--- src/rtl/tap_mux_pkg.sv ---
// Shared types and constants for the RACE filter tap selector.
// Holds the scan FSM state type and the select-width helper.
package tap_mux_pkg;

    localparam int DEFAULT_SIZE = 16;
    localparam int DEFAULT_N    = 15;

    typedef enum logic {
        IDLE,
        SCAN
    } scan_state_t;

    // A single-bit select is still needed when N is 1 or 2.
    function automatic int sel_width(input int n);
        return (n <= 2) ? 1 : $clog2(n);
    endfunction

endpackage

--- src/rtl/tap_mux_comb.sv ---
// Combinational N-to-1 word select from a packed channel bus.
// An index at or beyond N selects zero, matching the legacy fixed mux.
module tap_mux_comb
    import tap_mux_pkg::*;
#(
    parameter int SIZE  = DEFAULT_SIZE,
    parameter int N     = DEFAULT_N,
    parameter int SEL_W = sel_width(N)
) (
    input  logic [N*SIZE-1:0] a,
    input  logic [SEL_W-1:0]  sel,
    output logic [SIZE-1:0]   y
);

    always_comb begin
        y = '0;
        for (int k = 0; k < N; k++) begin
            if (32'(sel) == k) begin
                y = a[k*SIZE +: SIZE];
            end
        end
    end

endmodule

--- src/rtl/tap_scan_mux.sv ---
// Registered N-to-1 tap selector with direct and auto-scan modes and a Valid/Ready output.
// Define TAP_SCAN_ERR_EN to add the SelErr flag for out-of-range direct selects.
module tap_scan_mux
    import tap_mux_pkg::*;
#(
    parameter int SIZE  = DEFAULT_SIZE,
    parameter int N     = DEFAULT_N,
    parameter int SEL_W = sel_width(N)
) (
    input  logic              clk,
    input  logic              rst,
    input  logic              Mode,
    input  logic              Req,
    input  logic [SEL_W-1:0]  Sel,
    input  logic              Start,
    input  logic [N*SIZE-1:0] A,
    input  logic              Ready,
    output logic [SIZE-1:0]   B,
    output logic [SEL_W-1:0]  Idx,
    output logic              Valid,
    output logic              Last,
    output logic              Busy,
    output logic              Done
`ifdef TAP_SCAN_ERR_EN
    ,
    output logic              SelErr
`endif
);

    localparam logic [SEL_W-1:0] LAST_IDX = SEL_W'(N - 1);

    scan_state_t      state, nextState;
    logic [SEL_W-1:0] cnt, nextCnt, loadIdx;
    logic [SIZE-1:0]  word;
    logic             doLoad, loadLast, scanEnd, slotFree, accept;

    assign slotFree = !Valid || Ready;
    assign accept   = Valid && Ready;
    assign Busy     = (state == SCAN);

    tap_mux_comb #(
        .SIZE  (SIZE),
        .N     (N),
        .SEL_W (SEL_W)
    ) u_mux (
        .a   (A),
        .sel (loadIdx),
        .y   (word)
    );

    always_ff @(posedge clk or posedge rst) begin
        if (rst) begin
            state <= IDLE;
            cnt   <= '0;
        end else begin
            state <= nextState;
            cnt   <= nextCnt;
        end
    end

    // cnt is the next channel to load; a Start into a free slot loads channel 0 at once.
    always_comb begin
        nextState = state;
        nextCnt   = cnt;
        doLoad    = 1'b0;
        loadIdx   = Sel;
        loadLast  = 1'b0;
        scanEnd   = 1'b0;
        case (state)
            IDLE: begin
                if (Start && Mode) begin
                    nextState = SCAN;
                    nextCnt   = '0;
                    if (slotFree) begin
                        doLoad  = 1'b1;
                        loadIdx = '0;
                        nextCnt = SEL_W'(1);
                    end
                end else if (Req && !Mode && slotFree) begin
                    doLoad = 1'b1;
                end
            end
            SCAN: begin
                if (accept && Last) begin
                    nextState = IDLE;
                    nextCnt   = '0;
                    scanEnd   = 1'b1;
                end else if (slotFree && !(Valid && Last)) begin
                    doLoad   = 1'b1;
                    loadIdx  = cnt;
                    loadLast = (cnt == LAST_IDX);
                    nextCnt  = (cnt == LAST_IDX) ? cnt : cnt + SEL_W'(1);
                end
            end
            default: nextState = IDLE;
        endcase
    end

    // Output slot: holds its word while stalled, empties when a beat leaves with nothing behind it.
    always_ff @(posedge clk or posedge rst) begin
        if (rst) begin
            B     <= '0;
            Idx   <= '0;
            Valid <= 1'b0;
            Last  <= 1'b0;
            Done  <= 1'b0;
        end else begin
            Done <= scanEnd;
            if (doLoad) begin
                B     <= word;
                Idx   <= loadIdx;
                Valid <= 1'b1;
                Last  <= loadLast;
            end else if (accept) begin
                Valid <= 1'b0;
                Last  <= 1'b0;
            end
        end
    end

`ifdef TAP_SCAN_ERR_EN
    // In IDLE a load with Mode low is always a direct capture.
    always_ff @(posedge clk or posedge rst) begin
        if (rst) begin
            SelErr <= 1'b0;
        end else if (doLoad) begin
            SelErr <= (state == IDLE) && !Mode && (32'(Sel) >= N);
        end
    end
`endif

endmodule

--- config.mk ---
export PLATFORM = sky130hd
export DESIGN_NAME = tap_scan_mux
export DESIGN_NICKNAME = d
export VERILOG_FILES = /design/src/rtl/tap_mux_pkg.sv /design/src/rtl/tap_mux_comb.sv /design/src/rtl/tap_scan_mux.sv
export SDC_FILE = /design/constraint.sdc
export NUM_CORES = 1
export LEC_CHECK = 0
export ABC_CLOCK_PERIOD_IN_PS = 3500
export BUFFER_PORTS_ARGS = -buffer_cell sky130_fd_sc_hd__buf_2
export CORE_AREA = 2 2 107 109
export DETAILED_ROUTE_END_ITERATION = 6
export DIE_AREA = 0 0 109 111
export PLACE_DENSITY = 0.74
export SYNTH_ARGS = -nofsm -noshare
export SYNTH_HDL_FRONTEND = slang
export SYNTH_SLANG_ARGS = --single-unit
--- constraint.sdc ---
create_clock -name clk -period 3.5 [get_ports clk]
set_clock_uncertainty 0.2 [all_clocks]
set_input_delay 0.35 -clock clk [delete_from_list [all_inputs] [get_ports clk]]
set_output_delay 0.35 -clock clk [all_outputs]
set_load 0.02 [all_outputs]
---- Word level (Yosys, flattened, before mapping) ----
Cells that the tools add are included.
word-level totals
  register bits ........................... 28
  input bits .............................. 250
cells by class
  add/sub/neg operators ................... 1
  equality and inequality tests ........... 18
  muxes and demuxes ....................... 43
  bitwise logic cells ..................... 1
  reductions and logical operators ........ 14
operator list
  operator                                                               count
  16-bit 2-to-1 mux                                                      15
  4-bit equality test, second input constant                             8
  4-bit 2-to-1 mux                                                       8
  4-bit by 3-bit equality test with 1-bit output, second input constant  4
  1-bit 2-to-1 mux                                                       16
  4-bit case mux with 2 select lines                                     2
  4-bit by 2-bit equality test with 1-bit output, second input constant  2
  1-bit logical AND                                                      7
  4-bit by 1-bit adder with 4-bit output, second input constant          1
  4-bit by 1-bit equality test with 1-bit output, second input constant  1
  4-bit logical NOT                                                      1
  1-bit case mux with 2 select lines                                     2
  1-bit logical NOT                                                      3
  3-bit by 1-bit != test with 1-bit output, second input constant        1
  3-bit != test, second input constant                                   1
  3-bit AND reduction                                                    1
  2-bit != test, second input constant                                   1
  2-bit nonzero test                                                     1
  1-bit logical OR                                                       1
  1-bit inverter                                                         1

---- Longest topological paths before layout ----
Gate-level depths: netlist of the first run.
  word-level depth ........................ 22
  gate-level depth with buffers ........... 11

---- By module ----
Synthesis of the first run repeated with hierarchy kept, for this count alone.
unflattened totals
  cell total of the unflattened synthesis .. 521
  area, all modules ....................... 4098.9 um2
by module, submodules not included
  module        times used  cells an instance  area an instance (um2)
  tap_mux_comb  1           412                2750.1
  tap_scan_mux  1           109                1348.8

---- Least setup slack after synthesis of the first run ----
OpenSTA, ideal clock, no wires.
  path kind ............................... flip-flop to flip-flop
  from .................................... register state, in the netlist Busy
  to ...................................... register B[14]
  setup time .............................. 0.122 ns
  data arrival time ....................... 2.405 ns
  data required time ...................... 3.178 ns
  slack ................................... 0.773 ns
  cell stages (with the launch flop) ...... 12
  buffers on the path ..................... 4
  path through ............................ dfrtp_1 > buf_6 > inv_2 > buf_6 > or4_4 > buf_6 > and3_4 > buf_6 > a222oi_1 > o221ai_1 > a211oi_2 > nor2_1
on the way
  word-level cells in the longest chain between the ends .. 18
  elaborated cells between the ends (all ways) .. 33
  classes of those cells .................. eq/ne (14); mux (17); bitwise (1); reduce/logical (1)
RTL lines
  item                                RTL line             text
  from (decl)                         tap_scan_mux.sv:32   scan_state_t state, nextState;
  from (signal assigned)              tap_scan_mux.sv:56   state <= nextState;
  1-bit inverter                      --
  4-bit case mux with 2 select lines  tap_scan_mux.sv:69   case (state)
  4-bit logical NOT                   tap_mux_comb.sv:18   if (32'(sel) == k) begin
  16-bit 2-to-1 mux (15 in a row)     tap_mux_comb.sv:18
  to (signal assigned)                tap_scan_mux.sv:110  B <= word;
  to (decl)                           tap_scan_mux.sv:18   output logic [SIZE-1:0] B,
Several ways; a longest one is shown, not always the timed one.
A chain may end at the register's enable or synchronous reset.

---- Worst setup path after layout of the first run ----
  from .................................... register Valid
  to ...................................... register B[0]
on the way
  word-level cells in the longest chain between the ends .. 22
  elaborated cells between the ends (all ways) .. 49
  classes of those cells .................. eq/ne (14); mux (26); reduce/logical (9)
RTL lines
  item                                                           RTL line                                text
  from (decl)                                                    tap_scan_mux.sv:20                      output logic Valid,
  from (signal assigned)                                         tap_scan_mux.sv:104                     Valid <= 1'b0;
  from (signal assigned)                                         tap_scan_mux.sv:112                     Valid <= 1'b1;
  from (signal assigned)                                         tap_scan_mux.sv:115                     Valid <= 1'b0;
  1-bit logical NOT / 1-bit logical AND (equally long branches)  tap_scan_mux.sv:37, tap_scan_mux.sv:88
  1-bit logical OR / 1-bit logical NOT (equally long branches)   tap_scan_mux.sv:37, tap_scan_mux.sv:88
  1-bit logical AND                                              tap_scan_mux.sv:88                      end else if (slotFree && !(Valid && Last)) begin
  4-bit 2-to-1 mux                                               tap_scan_mux.sv:88
  4-bit 2-to-1 mux                                               tap_scan_mux.sv:84                      if (accept && Last) begin
  4-bit case mux with 2 select lines                             tap_scan_mux.sv:69
  4-bit logical NOT                                              tap_mux_comb.sv:18
  16-bit 2-to-1 mux (15 in a row)                                tap_mux_comb.sv:18
Several ways; a longest one is shown, not always the timed one.

==> flow_summary.json, run 1 <==
{
  "ys_ff_latch": 28,
  "crit_type": "reg -> reg",
  "setup_viol": 0,
  "required_ns": 3.47,
  "viasPerCell": 6.221,
  "startpoint_type": "register",
  "cp_slowest_cell": "dfrtp_1",
  "cts_tree": "yes",
  "gp_congestion": 0.9823,
  "grt_setup_unrepaired": "false",
  "period_needed_ns": 3.186,
  "clock_latency_ns": 0.27,
  "regToRegSetupSlack_ns": 0.31,
  "crit_family": "compound AO/OA/AOI/OAI gates",
  "ys_warn_count": 0,
  "drive_above_1_share": 0.4216,
  "worstHoldPathType": "in -> reg",
  "postRouteAntennaNets": 0,
  "synth_fa_ha_area_frac": 0.006131,
  "dieWidth_um": 109,
  "timing.rr.end": "B[0]$_DFFE_PP0P_",
  "cts_made_buffers": 3,
  "synth_top_family_by_area": "compound AO/OA/AOI/OAI gates",
  "synthXorXnorAreaFrac": 0.004292,
  "num_io_pins": 274,
  "cts_setup_buffers": 0,
  "grt_pass1_vias": 5755,
  "cellPowerDensity_nw_per_um2": 738.6,
  "fp.coreArea_um2": 11080,
  "whs_endpoint": "Done$_DFF_PP0_",
  "fill_cells": 1161,
  "pre_cts_ws_ns": 0.3763,
  "grt_max_degree": 31,
  "drtPass1Iterations": 6,
  "min_period_over_period": 0.9102,
  "stdcell_count": 963,
  "syn2layout_area_growth_pct": 40.37,
  "initial_core_util": 0.3685,
  "dp_cells": 954,
  "synth_edf_count": 0,
  "critPathBufInv": 1,
  "die_area_um2": 12100,
  "place.port_buffers": 273,
  "synthMuxAreaShare": 0.03280,
  "overflow": 0,
  "grt_usage": 0.3416,
  "crit_fanout": 15,
  "reg2reg_from": "Valid$_DFFE_PP0P_",
  "syn-num-nets": 805,
  "final_common_cell": "buf_2",
  "synth_simple_gate_area_share": 0.2909,
  "holdPathStages": 3,
  "wl_per_cell_um": 22.17,
  "synthArstFlopShare": 1.000,
  "endpoint_kind": "register",
  "maxSlewViolCount": 0,
  "cts_root_buf": "clkbuf_16",
  "drc": 0,
  "ys_seq_area_frac": 0.1717,
  "antenna_found_initial": 4,
  "cap_violations": 0,
  "layout_setup_ws_ns": 0.3143,
  "wl_um": 21350,
  "crit_chain": "inv_2 > o21ai_4 > mux2i_2 > nand2_1 > o22ai_1 > a221oi_1 > o21a_1",
  "grt_pass1_wl_um": 31480,
  "fmax_ghz": 0.3139,
  "max_slew_margin": 0.5109,
  "vias": 5991,
  "power.leakage_uw": 0.002681,
  "dominantRegCellSynth": "dfrtp_1",
  "synth.distinct_cells": 78,
  "h-tree-depth": 1,
  "synth_compound_area_frac": 0.4197,
  "critPathMaxStageDelay_ns": 0.61,
  "worst_hold_slack_ns": 0.2068,
  "worst_pin_slew_ns": 0.7309,
  "layout_common_cells": "273 x buf_2, 47 x nor2_1, 44 x nand3_1",
  "dp_hpwl_um": 17360,
  "rr_worst_depth": 7,
  "status": "completed",
  "synth_cells": 553,
  "vdd_ir_drop_max_mv": 0.3357,
  "clock_sinks": 28,
  "drt-initial-drc-count": 679,
  "tns_ns": 0,
  "rows": 39,
  "fin_nets": 1069,
  "die_y_um": 111,
  "syn-cell-area_um2": 4081,
  "clk_pin_slew_worst_paths_ns": 0.08,
  "hold_viol": 0,
  "hold_start": "Ready",
  "arrival_ns": 3.15,
  "syn_avg_cell_area_um2": 7.380,
  "clk_path_buf_depth": 2
}
==> synth_stat cells, types with 10 or more instances <==
cell type | n | area share
o31ai_1 | 15 | 0.028
dfrtp_1 | 28 | 0.17
nand2_1 | 43 | 0.040
nand4_1 | 14 | 0.021
nor2_1 | 47 | 0.043
clkbuf_1 | 14 | 0.013
o21ai_0 | 34 | 0.042
inv_1 | 11 | 0.010
a22oi_1 | 18 | 0.033
nand3_1 | 44 | 0.054
nor3_1 | 24 | 0.029
a21oi_1 | 23 | 0.028
buf_2 | 24 | 0.029
o221ai_1 | 13 | 0.028
o22ai_1 | 10 | 0.015
==> cell type report <==
| cell class | instances | area (um^2) | share of cell area |
|---|---|---|---|
| Tap cell | 143 | 178.9 | 0.03123 |
| Clock buffer | 4 | 88.84 | 0.01551 |
| Timing Repair Buffer | 305 | 1622 | 0.2830 |
| Multi-Input combinational cell | 466 | 3080 | 0.5377 |
| Sequential cell | 28 | 700.7 | 0.1223 |
| Inverter | 13 | 48.80 | 0.008517 |
| Antenna cell | 4 | 10.01 | 0.001747 |
==> kinds of logic after synthesis <==
family	after synthesis
AOI/OAI and AO/OA	221
xor gates and xnor gates	2
adders and majority gates	2
buffers and inverters	59
DFF	28
muxes	12
and+or+nand+nor	229
==> worst max path at each step <==
stage                      startpoint                end  cells after the start
finish              Valid$_DFFE_PP0P_   B[0]$_DFFE_PP0P_                      7
global route        Valid$_DFFE_PP0P_   B[9]$_DFFE_PP0P_                      7
CTS                 Valid$_DFFE_PP0P_   B[9]$_DFFE_PP0P_                      7
detailed placement  Valid$_DFFE_PP0P_   B[9]$_DFFE_PP0P_                      7
global placement    Valid$_DFFE_PP0P_   B[9]$_DFFE_PP0P_                      7
floorplan              Busy$_DFF_PP0_  B[14]$_DFFE_PP0P_                     11
==> stage by stage <==
stage          area [um^2]    util  total power, uW
2_1_floorplan         4081       -             2799
3_3_place_gp          5620  0.5074             3827
3_5_place_dp          5620  0.5074             3834
4_1_cts               5719  0.5163             4156
5_1_grt               5722  0.5165             4491
6_report              5729  0.5172             4232
==> state kept, by name (all words and copies together), names as in the netlist <==
signal / flops
B: 16
Busy: 1
Done: 1
Idx: 4
Last: 1
Valid: 1
cnt: 4
==> layer usage <==
metal / up-vias / GRT usage / routed length [um]
met5: - / 0 / 13
met4: 2 / 0.1393 / 725
met3: 53 / 0.08348 / 2535
met2: 440 / 0.5499 / 9907
met1: 2745 / 0.4319 / 8168
li1: 2751 / - / -
==> timing repair <==
| item | in CTS | in global routing |
|---|---|---|
| hold buffers | 1 | 0 |
| setup endpoints to repair | 0 | 0 |
| endpoints found under the hold margin | 28 | 0 |
| resized for setup | 0 | 0 |
==> report_power, final <==
part	leakage, uW	internal, uW	switching, uW	total, uW
Combinational	0.00230	1300	2000	3300
Clock	0.0000442	176	133	309
Sequential	0.000337	481	142	624
==> worst register-to-register path, delay by kind of cell (launching register included) <==
family | cells | cell delay [ns]
compound gates | 4 | 1.09
flops | 1 | 0.61
mux | 1 | 0.58
simple gates | 1 | 0.40
buf+inv | 1 | 0.20
No activity file was read; power rests on OpenSTA's default activity.
==> run 2, diff against run 1 <==
--- a/config.mk
+++ b/config.mk
@@ -13,4 +13,5 @@
 export PLACE_DENSITY = 0.74
 export SYNTH_ARGS = -nofsm -noshare
 export SYNTH_HDL_FRONTEND = slang
+export SYNTH_HIERARCHICAL = 1
 export SYNTH_SLANG_ARGS = --single-unit
==> flow_summary.json, run 2 <==
{
  "syn-num-nets": 773,
  "die_y_um": 111,
  "cts_root_buf": "clkbuf_16",
  "crit_fanout": 23,
  "worstHoldPathType": "in -> reg",
  "ys_ff_latch": 28,
  "synth.distinct_cells": 60,
  "vias": 5454,
  "required_ns": 3.46,
  "dieWidth_um": 109,
  "clock_sinks": 28,
  "worst_pin_slew_ns": 0.6498,
  "num_io_pins": 274,
  "min_period_over_period": 0.9435,
  "viasPerCell": 5.846,
  "final_common_cell": "buf_2",
  "layout_common_cells": "273 x buf_2, 50 x o21ai_0, 36 x buf_4",
  "yosysMostFrequentCell": "o21ai_0",
  "ys_seq_area_frac": 0.1709,
  "clk_pin_slew_worst_paths_ns": 0.07,
  "synth_area_leaders": "dfrtp_1 17%, mux2_2 6.9%, mux2i_1 6.6%, o21ai_0 6.1%, a22oi_1 4.2%",
  "die_area_um2": 12100,
  "hold_viol": 0,
  "grt_setup_unrepaired": "false",
  "arrival_ns": 3.26,
  "grt_usage": 0.2999,
  "ys_warn_count": 6,
  "synth_top_area_frac": 0.1709,
  "final_core_utilization": 0.5282,
  "max_slew_margin": 0.5644,
  "drtPass1Iterations": 6,
  "power.leakage_uw": 0.002805,
  "h-tree-depth": 1,
  "wl_per_cell_um": 19.84,
  "tns_ns": 0,
  "vdd_ir_drop_max_mv": 0.3534,
  "place.port_buffers": 273,
  "syn-cell-area_um2": 4099,
  "overflow": 0,
  "fp.coreArea_um2": 11080,
  "drt-initial-drc-count": 634,
  "cap_violations": 0,
  "cellPowerDensity_nw_per_um2": 839.3,
  "startpoint_type": "register",
  "synth_cells": 521,
  "crit_type": "reg -> reg",
  "syn2layout_area_growth_pct": 42.74,
  "rows": 39,
  "largest_register_ffs": 16,
  "initial_core_util": 0.3700,
  "drc": 0,
  "drive_above_1_share": 0.4689,
  "synth_top_area_cell": "dfrtp_1",
  "clock_latency_ns": 0.27,
  "cts_tree": "yes",
  "postRouteAntennaNets": 0,
  "status": "completed",
  "grt_pass1_wl_um": 28300,
  "reg.largest.list": "B: 16 flops, Idx: 4 flops, cnt: 4 flops",
  "maxSlewViolCount": 0,
  "synth_edf_count": 0,
  "setup_viol": 0,
  "antenna_found_initial": 2,
  "period_needed_ns": 3.302,
  "synthArstFlopShare": 1.000,
  "fin_nets": 1040,
  "clk_path_buf_depth": 2,
  "fmax_ghz": 0.3028,
  "grt_max_degree": 39,
  "endpoint_kind": "register",
  "dominantRegCellSynth": "dfrtp_1",
  "netlist_top_cells_count": "50 x o21ai_0, 38 x nor2_1, 31 x a21oi_1, 31 x nand2_1, 28 x dfrtp_1",
  "syn_avg_cell_area_um2": 7.867,
  "top_register": "B",
  "regToRegSetupSlack_ns": 0.20,
  "dp_hpwl_um": 15020,
  "wl_um": 18510,
  "gp_congestion": 0.9846,
  "cts_made_buffers": 3,
  "grt_pass1_vias": 5360
}
run 2: cell count changes in the layout (fill, tap and decap cells not counted), moves of 14 or more:
| cell | before | now |
|---|---|---|
| nor3_1 | 24 | 6 |
| o21ai_0 | 34 | 50 |
| nand3_1 | 44 | 10 |
| o22ai_1 | 10 | 24 |
| mux2_2 | 4 | 25 |
| mux2i_1 | 6 | 27 |
run 2: area by class of cell:
| cell class | count | area [um^2] |
|---|---|---|
| Fill cell | 1136 | 5226 |
| Multi-Input combinational cell | 431 | 3094 |
| Timing Repair Buffer | 314 | 1727 |
| Sequential cell | 28 | 700.7 |
| Tap cell | 143 | 178.9 |
| Clock buffer | 3 | 75.07 |
| Inverter | 10 | 37.54 |
| Clock inverter | 1 | 30.03 |
| Antenna cell | 3 | 7.507 |
run 2: worst paths after layout:
check	startpoint	endpoint	depth (start not counted)
max	Last$_DFFE_PP0P_	B[3]$_DFFE_PP0P_	12
min	Start	Busy$_DFF_PP0_	3
max reg2reg	Last$_DFFE_PP0P_	B[3]$_DFFE_PP0P_	12
min reg2reg	B[8]$_DFFE_PP0P_	B[8]$_DFFE_PP0P_	1
max in group asynchronous	rst	B[10]$_DFFE_PP0P_	4
min in group asynchronous	rst	B[9]$_DFFE_PP0P_	4
run 2: routing by layer:
metal,track usage,part of all wire,wire (um)
met1,0.4013,0.41,7649
met2,0.4791,0.46,8437
met3,0.06878,0.10,1910
met4,0.08547,0.028,514
met5,0,0,0
run 2: kinds of logic (layout without fill, tap and decap cells):
kind of cell	Yosys count	in the layout	share of synthesized area
multiplexers	63	63	0.1804
AO/OA/AOI/OAI	234	234	0.3987
AND/OR/NAND/NOR	132	132	0.1612
flip-flops	28	28	0.1709
buffers and inverters	62	328	0.08272
adder cells (fa/ha/maj)	2	2	0.006104
other	0	3	0
run 2: worst max-delay path, stage by stage (launching register included):
cell	delay, ns
dfrtp_1	0.42
nand2b_1	0.18
a21o_1	0.27
mux2i_1	0.20
nor2_4	0.36
buf_12	0.23
inv_1	0.08
buf_4	0.20
a211o_1	0.29
a31oi_1	0.25
a31oi_1	0.09
a2bb2oi_1	0.15
mux2_4	0.27
run 2: through the flow:
stage	setup slack [ns]	total power (uW)	instances	instance area (um^2)	hold slack, ns
global placement	-0.01531	4454	924	5710	0.2569
CTS	0.1927	4849	929	5831	0.2045
finish	0.1976	4911	933	5851	0.2023
floorplan	0.3633	3349	521	4099	0.2154
detailed placement	-0.08190	4462	924	5710	0.2675
global route	0.05304	5284	930	5843	0.2175
run 2: what timing repair did:
item	4_1_cts	5_1_grt
hold endpoints to repair	28	0
pin swaps	0	1
endpoints found under the setup margin	1	5
hold buffers	1	0
buffers inserted	0	1
gates resized for setup	1	2
run 2: where the power goes:
part | internal [uW] | switching (uW)
logic | 1750 | 2220
clock network | 229 | 130
registers | 478 | 109
total | 2450 | 2460
==> run 3, diff against run 2 <==
--- a/config.mk
+++ b/config.mk
@@ -11,6 +11,7 @@
 export DETAILED_ROUTE_END_ITERATION = 6
 export DIE_AREA = 0 0 109 111
 export PLACE_DENSITY = 0.74
+export SETUP_SLACK_MARGIN = 0.5
 export SYNTH_ARGS = -nofsm -noshare
 export SYNTH_HDL_FRONTEND = slang
 export SYNTH_HIERARCHICAL = 1
==> flow_summary.json, run 3 (synthesis gave the netlist of run 2 again) <==
{
  "status": "completed",
  "tns_ns": 0,
  "grt_usage": 0.3050,
  "cts_tree": "yes",
  "min_period_over_period": 0.8806,
  "grt_pass1_vias": 5204,
  "final_core_utilization": 0.5774,
  "place.port_buffers": 273,
  "setup_viol": 0,
  "clk_pin_slew_worst_paths_ns": 0.07,
  "layout_common_cells": "273 x buf_2, 45 x o21ai_0, 34 x buf_4",
  "gp_congestion": 0.9562,
  "worst_pin_slew_ns": 0.7740,
  "drt-initial-drc-count": 611,
  "vdd_ir_drop_max_mv": 0.4023,
  "endpoint_kind": "register",
  "h-tree-depth": 1,
  "largest_register_ffs": 16,
  "crit_type": "reg -> reg",
  "max_slew_margin": 0.4834,
  "dp_hpwl_um": 15190,
  "cts_root_buf": "clkbuf_16",
  "viasPerCell": 5.924,
  "grt_max_degree": 38,
  "clock_latency_ns": 0.27,
  "fmax_ghz": 0.3245,
  "power.leakage_uw": 0.003001,
  "rows": 39,
  "maxSlewViolCount": 0,
  "crit_chain": "nand2b_4 > a21o_4 > mux2i_4 > nor2_4 > buf_12 > buf_12 > clkbuf_16 > and3b_2 > a32o_1 > a22oi_2 > nor4b_4 > a31oi_1 > mux2_2",
  "crit_fanout": 8,
  "initial_core_util": 0.3700,
  "syn2layout_area_growth_pct": 56.04,
  "wl_per_cell_um": 20.95,
  "hold_viol": 0,
  "required_ns": 3.45,
  "fp.coreArea_um2": 11080,
  "reg.largest.list": "B: 16 flops, Idx: 4 flops, cnt: 4 flops",
  "final_common_cell": "buf_2",
  "die_y_um": 111,
  "worstHoldPathType": "in -> async",
  "overflow": 0,
  "clock_sinks": 28,
  "antenna_found_initial": 4,
  "wl_um": 19890,
  "cts_made_buffers": 3,
  "fin_nets": 1054,
  "crit_family": "compound AO/OA/AOI/OAI gates",
  "die_area_um2": 12100,
  "grt_setup_unrepaired": "true",
  "drtPass1Iterations": 7,
  "drc": 0,
  "arrival_ns": 3.03,
  "cap_violations": 0,
  "top_register": "B",
  "critPathMaxStageDelay_ns": 0.40,
  "startpoint_type": "register",
  "critPathBufInv": 3,
  "cp_slowest_cell": "dfrtp_2",
  "period_needed_ns": 3.082,
  "vias": 5622,
  "clk_path_buf_depth": 2,
  "drive_above_1_share": 0.5368,
  "num_io_pins": 274,
  "cellPowerDensity_nw_per_um2": 863.6,
  "grt_pass1_wl_um": 28520,
  "crit_top_cell": "buf_12",
  "postRouteAntennaNets": 0,
  "dieWidth_um": 109
}
## run 3: changes by cell type in the layout (fill, tap and decap cells not counted), sizes merged
cell and delta:
dlygate4sd3 -1, diode +2, clkinvlp +1, clkinv -1
nor2 +1, buf +12, bufinv -1, clkbuf +3
## run 3: layout make-up
class	instances	area, um^2
Timing Repair Buffer	327	2004
Multi-Input combinational cell	432	3364
Antenna cell	5	12.51
Fill cell	1068	4681
Tap cell	143	178.9
Clock buffer	4	88.84
Sequential cell	28	703.2
Inverter	10	43.79
## run 3: worst reg2reg max path: stages, from the launching register on
cell and delay (ns):
dfrtp_2 0.40, nand2b_4 0.15, a21o_4 0.26, mux2i_4 0.20, nor2_4 0.05, buf_12 0.15, buf_12 0.13, clkbuf_16 0.14
and3b_2 0.20, a32o_1 0.22, a22oi_2 0.23, nor4b_4 0.29, a31oi_1 0.08, mux2_2 0.27
## run 3: per-stage QoR
| stage | area [um^2] | power [uW] | instances | setup WS [ns] | hold slack, ns |
|---|---|---|---|---|---|
| 2_1_floorplan | 4123 | 3372 | 521 | 0.4767 | 0.2153 |
| 3_3_place_gp | 5640 | 4376 | 915 | -0.1336 | 0.2875 |
| 3_5_place_dp | 5640 | 4400 | 915 | -0.1074 | 0.2917 |
| 4_1_cts | 6108 | 5117 | 933 | 0.4760 | 0.03593 |
| 5_1_grt | 6391 | 5872 | 947 | 0.3155 | 0.08107 |
| 6_report | 6396 | 5524 | 949 | 0.4181 | 0.01168 |
## run 3: power breakdown
group	switching (uW)	internal [uW]	leakage, uW	total [uW]
Combinational	2470	2160	0.00262	4630
Clock	119	176	0.0000442	294
Sequential	121	479	0.000335	600
## run 3: metal layers
metal | up-vias | routed length, um | GRT usage
met1 | 2612 | 7938 | 0.4094
met4 | 0 | 410 | 0.08120
met5 | - | 0 | 0
met2 | 358 | 9347 | 0.4878
met3 | 36 | 2189 | 0.07172
li1 | 2616 | - | -
## run 3: path summary, 6_finish.rpt
path | startpoint | endpoint | slack, ns | cells after the start
worst max-delay path | Last$_DFFE_PP0P_ | B[7]$_DFFE_PP0P_ | 0.42 | 13
worst min-delay path | rst | Done$_DFF_PP0_ | 0.01 | 2
worst max register to register | Last$_DFFE_PP0P_ | B[7]$_DFFE_PP0P_ | 0.42 | 13
worst min register to register | B[10]$_DFFE_PP0P_ | B[10]$_DFFE_PP0P_ | 0.31 | 1
max in group asynchronous | rst | B[7]$_DFFE_PP0P_ | 2.42 | 3
min in group clk | Start | Busy$_DFF_PP0_ | 0.21 | 3
## run 3: what timing repair did
item	4_1_cts	5_1_grt
pin swaps	19	17
cloned	2	2
buffers inserted	12	9
setup endpoints to repair	16	16
hold buffers	0	0
resized for setup	53	34
